**config.mk**
```make
export PLATFORM = sky130hd
export DESIGN_NAME = trv_mem_arbiter
export DESIGN_NICKNAME = d
export VERILOG_FILES = /design/src/rtl/rtcore_pkg.sv /design/src/rtl/rr_arbiter.sv /design/src/rtl/trv_mem_arbiter.sv
export SDC_FILE = /design/constraint.sdc
export NUM_CORES = 1
export LEC_CHECK = 0
export CAP_MARGIN = 20
export CORE_AREA = 2 2 133 135
export DETAILED_ROUTE_END_ITERATION = 7
export DIE_AREA = 0 0 135 137
export HOLD_SLACK_MARGIN = 0.03
export PLACE_DENSITY = 0.73
export REMOVE_ABC_BUFFERS = 1
export SETUP_SLACK_MARGIN = 0.1
export SLEW_MARGIN = 20
export SYNTH_ARGS = -nofsm -noshare
export SYNTH_HDL_FRONTEND = slang
export SYNTH_SLANG_ARGS = --single-unit
export TNS_END_PERCENT = 50
```
**constraint.sdc**
```tcl
create_clock -name clk -period 4.2 [get_ports clk]
set_input_delay 0.84 -clock clk [delete_from_list [all_inputs] [get_ports clk]]
set_output_delay 0.84 -clock clk [all_outputs]
set_load 0.02 [all_outputs]
```
**src/rtl/rtcore_pkg.sv**
```systemverilog
// Shared ray-traversal core definitions: default build widths, tag sizing
// helper and outstanding-request default used by the memory arbiters.
`ifndef NUM_TRV
`define NUM_TRV 4
`endif
`ifndef BBOX_MEM_REQ_WIDTH
`define BBOX_MEM_REQ_WIDTH 32
`endif
`ifndef BBOX_MEM_RESP_WIDTH
`define BBOX_MEM_RESP_WIDTH 32
`endif

package rtcore_pkg;

   localparam int unsigned MAX_OUTSTANDING_DEFAULT = 4;

   // Tag width needed to name n ports; never narrower than one bit.
   function automatic int unsigned calc_tag_w(input int unsigned n);
      return (n <= 1) ? 1 : $clog2(n);
   endfunction

   typedef logic [calc_tag_w(`NUM_TRV)-1:0] trv_tag_t;

endpackage

```
**src/rtl/rr_arbiter.sv**
```systemverilog
// Combinational round-robin arbiter: grants the first requester at or
// after ptr, wrapping modulo N.
module rr_arbiter
   import rtcore_pkg::*;
#(
   parameter int unsigned N  = 4,
   parameter int unsigned IW = calc_tag_w(N)
) (
   input  logic [N-1:0]  req,
   input  logic [IW-1:0] ptr,
   output logic [N-1:0]  gnt,
   output logic [IW-1:0] gnt_idx,
   output logic          any_gnt
);

   // Scan from the pointer position and take the first active request.
   always_comb begin
      logic [IW-1:0] idx;
      gnt     = '0;
      gnt_idx = '0;
      any_gnt = 1'b0;
      idx     = '0;
      for (int unsigned k = 0; k < N; k++) begin
         idx = IW'((32'(ptr) + k) % N);
         if (!any_gnt && req[idx]) begin
            any_gnt      = 1'b1;
            gnt[idx]     = 1'b1;
            gnt_idx      = idx;
         end
      end
   end

endmodule

```
**src/rtl/trv_mem_arbiter.sv**
```systemverilog
// Shares one memory port among several traversal-unit request/response
// stream pairs: round-robin request arbitration with source tagging,
// tag-routed responses and per-port outstanding-request credits.
module trv_mem_arbiter
   import rtcore_pkg::*;
#(
   parameter int unsigned NUM_PORTS       = `NUM_TRV,
   parameter int unsigned REQ_WIDTH       = `BBOX_MEM_REQ_WIDTH,
   parameter int unsigned RESP_WIDTH      = `BBOX_MEM_RESP_WIDTH,
   parameter int unsigned MAX_OUTSTANDING = MAX_OUTSTANDING_DEFAULT,
   localparam int unsigned TAG_W          = calc_tag_w(NUM_PORTS),
   localparam int unsigned CNT_W          = $clog2(MAX_OUTSTANDING + 1)
) (
   input  logic                  clk,
   input  logic                  arst_n,
   input  logic                  req_empty_n [0:NUM_PORTS-1],
   output logic                  req_read    [0:NUM_PORTS-1],
   input  logic [REQ_WIDTH-1:0]  req_dout    [0:NUM_PORTS-1],
   input  logic                  resp_full_n [0:NUM_PORTS-1],
   output logic                  resp_write  [0:NUM_PORTS-1],
   output logic [RESP_WIDTH-1:0] resp_din    [0:NUM_PORTS-1],
   output logic                  mem_req_valid,
   input  logic                  mem_req_ready,
   output logic [REQ_WIDTH-1:0]  mem_req_data,
   output logic [TAG_W-1:0]      mem_req_tag,
   input  logic                  mem_resp_valid,
   output logic                  mem_resp_ready,
   input  logic [RESP_WIDTH-1:0] mem_resp_data,
   input  logic [TAG_W-1:0]      mem_resp_tag,
   output logic                  err_bad_resp
);

   logic [NUM_PORTS-1:0] elig;
   logic [NUM_PORTS-1:0] gnt;
   logic [TAG_W-1:0]     gnt_idx;
   logic [TAG_W-1:0]     rr_ptr;
   logic                 any_gnt;
   logic                 reg_free;
   logic                 grant_fire;
   logic [CNT_W-1:0]     cnt [0:NUM_PORTS-1];
   logic [NUM_PORTS-1:0] resp_hit;
   logic                 resp_legal;
   logic                 resp_sel_full_n;

   // A port competes only when it has a request and spare credit.
   always_comb begin
      elig = '0;
      for (int unsigned p = 0; p < NUM_PORTS; p++) begin
         elig[p] = req_empty_n[p] && (cnt[p] < CNT_W'(MAX_OUTSTANDING));
      end
   end

   rr_arbiter #(
      .N  (NUM_PORTS),
      .IW (TAG_W)
   ) u_rr_arbiter (
      .req     (elig),
      .ptr     (rr_ptr),
      .gnt     (gnt),
      .gnt_idx (gnt_idx),
      .any_gnt (any_gnt)
   );

   assign reg_free   = !mem_req_valid || mem_req_ready;
   assign grant_fire = arst_n && reg_free && any_gnt;

   // Pop the granted request stream in the cycle it is loaded.
   always_comb begin
      for (int unsigned p = 0; p < NUM_PORTS; p++) begin
         req_read[p] = grant_fire && gnt[p];
      end
   end

   // Decode the response tag; tags beyond NUM_PORTS never match, so they
   // fall out as illegal together with tags that have no credit in use.
   always_comb begin
      resp_hit        = '0;
      resp_legal      = 1'b0;
      resp_sel_full_n = 1'b0;
      for (int unsigned p = 0; p < NUM_PORTS; p++) begin
         if (mem_resp_tag == TAG_W'(p) && cnt[p] != '0) begin
            resp_hit[p]     = 1'b1;
            resp_legal      = 1'b1;
            resp_sel_full_n = resp_full_n[p];
         end
      end
   end

   // Route a legal response to its port; illegal ones are consumed and dropped.
   always_comb begin
      mem_resp_ready = 1'b0;
      if (arst_n) begin
         mem_resp_ready = resp_legal ? resp_sel_full_n : 1'b1;
      end
      for (int unsigned p = 0; p < NUM_PORTS; p++) begin
         resp_write[p] = arst_n && resp_hit[p] && mem_resp_valid && resp_full_n[p];
         resp_din[p]   = mem_resp_data;
      end
   end

   // Output register and round-robin pointer advance on each grant.
   always_ff @(posedge clk) begin
      if (!arst_n) begin
         mem_req_valid <= 1'b0;
         mem_req_data  <= '0;
         mem_req_tag   <= '0;
         rr_ptr        <= '0;
      end else if (reg_free) begin
         mem_req_valid <= any_gnt;
         if (any_gnt) begin
            mem_req_data <= req_dout[gnt_idx];
            mem_req_tag  <= gnt_idx;
            rr_ptr       <= (gnt_idx == TAG_W'(NUM_PORTS - 1)) ? '0
                                                                : gnt_idx + TAG_W'(1);
         end
      end
   end

   // Per-port in-flight counters; grant and delivered response cancel out.
   always_ff @(posedge clk) begin
      if (!arst_n) begin
         for (int unsigned p = 0; p < NUM_PORTS; p++) begin
            cnt[p] <= '0;
         end
      end else begin
         for (int unsigned p = 0; p < NUM_PORTS; p++) begin
            case ({req_read[p], resp_write[p]})
               2'b10:   cnt[p] <= cnt[p] + CNT_W'(1);
               2'b01:   cnt[p] <= cnt[p] - CNT_W'(1);
               default: cnt[p] <= cnt[p];
            endcase
         end
      end
   end

   // Sticky flag for any response that arrives without a matching request.
   always_ff @(posedge clk) begin
      if (!arst_n) begin
         err_bad_resp <= 1'b0;
      end else if (mem_resp_valid && !resp_legal) begin
         err_bad_resp <= 1'b1;
      end
   end

endmodule

```
==> run metrics <==
status=completed; FF+latch area=1120 µm²; cells after synthesis=589; EDFF count, synth=12; antenna violations before repair=0; DRC=0; Final Slew Violations=0; number of global-route vias before repair=4520; Tightest Pin Transition=0.632 ns; Slew HR=0.579; Tot GR Track Use=0.208; die area=18500 µm²; CP Capture Type=output pin; Max clock buf depth=2; hold path depth=2; CTS resizes=5; Area Overhead vs Synth=26.1%; hold wc startpoint=mem_req_tag[1]$_SDFFE_PN0P_; CTS tree=yes; Synth area leader=buf_4; post-route cell area=6590 µm²; period utilization=0.928; top cell type's share of synthesized area=0.190; Worst Path Required=3.36 ns; clk_lat worst skew=0.31 ns; Total Nets Final=836; Chip Width=135 µm; WL per Instance=22.5 µm; # IOs=347; Mapped Area=5220 µm²; max-cap viol count=0; peak supply drop=0.000295 V; worst r2r src=rr_ptr[1]$_SDFFE_PN0P_; first-pass GRT wire length=28500 µm; post-layout min period=3.90 ns; Top FF cell, synth=dfxtp_1; Pleak=2.33 nW; dpl hpwl=15000 µm; Reg2Reg Setup Slack=0.64 ns; H-tree levels=2; DRT Pass-1 Iters=4; f_max=257 MHz; Initial Util=0.306; Cell variety after synth=51; Rows=48; antenna cells=0; final hold violations=0; CP Launch Type=input pin; Post-DRT Antenna Nets=0; Power per Cell Area=577 nW/µm²; Post-DP Area=6410 µm²; Crit-path slowest cell=mux4_2; total clock sinks=50; port bufs=186; hold crit path type=flip-flop to flip-flop; post-synthesis sequential element count=50; Final Hold Slack=0.460 ns; Via-to-Cell Ratio=5.29; clk_skew=0.0142 ns; CP cell instances=clkdlybuf4s50_1 -> nor2b_1 -> mux4_2 -> a211oi_1 -> buf_4 -> nand2_1 -> a41oi_1 -> dlygate4sd2_1; Core Area=17100 µm²; die height=137 µm; synth warn=0; worst hold endpoint=mem_req_tag[1]$_SDFFE_PN0P_; # hold bufs at CTS=0; sequential-to-total area share from yosys stat=0.215; number of post-CTS setup repair buffers=0; Critical R2R Capture=cnt[1][2]$_SDFFCE_PN0P_; Filler Cells Inserted=1723; CTS Buf Count=5; ys async rst share=0; CTS clk-pin slew, worst paths=0.07 ns; share of layout cells above drive strength 1=0.206; Multi-input gate area=2930 µm²; Worst Path Arrival=3.06 ns; Mapped Avg Cell Area=8.86 µm²; RePlAce Congestion=0.889; Worst Reg2Reg Path Length in Cells=14; top-count cell post-synth=buf_4; largest net degree at the start of global routing=67; Root Driver=clkbuf_16; crit-path max FO=5; synth cell count leaders=buf_4 (132), mux2_2 (61), a21oi_1 (39); Routed WL=19400 µm; RSZ-0062 raised after global routing=false; endpoints failing setup=0; synth top area cells=buf_4 (19%), dfxtp_1 (15%), mux2_2 (13%), a211oi_2 (6.9%), edfxtp_1 (6.9%); vias post-DR=4579; slowest cell delay on critical path=0.53 ns; GRT Residual Overflow=0; CP Class=input pin to output pin; number of DRC markers in iteration 0=245
## worst max path at each step
stage | from | endpoint | slack [ns] | depth (start not counted)
after floorplan | rr_ptr[0]$_SDFFE_PN0P_ | mem_req_data[0]$_SDFFE_PN0P_ | -0.88 | 7
after global placement | req_empty_n[3] | req_read[0] | -0.009 | 8
after detailed placement | req_empty_n[3] | req_read[0] | -0.04 | 8
after CTS | req_empty_n[2] | req_read[2] | 0.03 | 8
after global routing | req_empty_n[2] | req_read[1] | 0.18 | 8
final | req_empty_n[2] | req_read[0] | 0.30 | 8
## through the flow
stage	worst slack, ns	TNS (ns)	total power, mW	utilization	instances
6_report	0.304	0	3.80	0.386	865
5_1_grt	0.182	0	4.07	0.386	865
4_1_cts	0.0296	0	3.84	0.386	865
3_5_place_dp	-0.0449	-0.102	3.33	0.376	857
3_3_place_gp	-0.00865	-0.0147	3.32	0.376	857
2_1_floorplan	-0.878	-29.83	2.36	-	426
## cell type report
cell class | count | share of cell area
clock buffer | 7 | 0.0249
clock inverter | 1 | 0.00133
inverter | 16 | 0.00912
multi-input combinational | 360 | 0.445
sequential | 50 | 0.170
tap | 225 | 0.0427
timing repair buffer | 206 | 0.307
## where the power goes
| group | leakage [nW] | internal [mW] | switching, mW |
|---|---|---|---|
| registers | 0.439 | 0.674 | 0.134 |
| clock network | 0.0857 | 0.277 | 0.208 |
| logic | 1.81 | 1.14 | 1.37 |
## critical path: cells and delay by family
family / cells / cell delay (ns)
compound gates: 2 / 0.42
buf+inv: 3 / 0.99
mux: 1 / 0.53
simple gates: 2 / 0.27
## sequential cells by signal (all words and copies together) (netlist names)
name / count
err_bad_resp: 1
cnt: 12
mem_req_valid: 1
rr_ptr: 2
mem_req_data: 32
mem_req_tag: 2
## kinds of logic after synthesis
logic type / synth area share
flip-flops: 0.215
multiplexers: 0.150
adder cells (fa/ha/maj): 0.0594
buffers and inverters: 0.233
AO/OA/AOI/OAI: 0.244
XOR/XNOR: 0.00839
AND/OR/NAND/NOR: 0.0901
## layout by cell type, fill, tap and decap left out, types with 3 or more instances in the layout
cell type          n
a211oi_1          36
a211oi_2          29
a21boi_1           3
a21oi_1           39
a41o_1             4
a41oi_1            4
buf_4             19
clkbuf_16          6
clkdlybuf4s50_1  181
dfxtp_1           38
edfxtp_1          12
fa_1               3
ha_1              20
inv_1             14
mux2_1             3
mux2_2            61
nand2_1           33
nand2b_1           4
nand4_1            5
nor2_1            15
nor2b_1           10
nor2b_2            3
nor3_1            15
nor3b_1            3
o21ai_0           36
o31ai_1            3
xor2_1             5
## routing by layer
| layer | vias to the layer above | routed length (µm) | track usage |
|---|---|---|---|
| met5 | - | 65 | 0.0583 |
| met4 | 2 | 287 | 0.0486 |
| met3 | 22 | 3300 | 0.160 |
| met2 | 338 | 8530 | 0.313 |
| met1 | 2116 | 7250 | 0.229 |
| li1 | 2101 | - | - |
No activity file was read; power rests on OpenSTA's default activity.
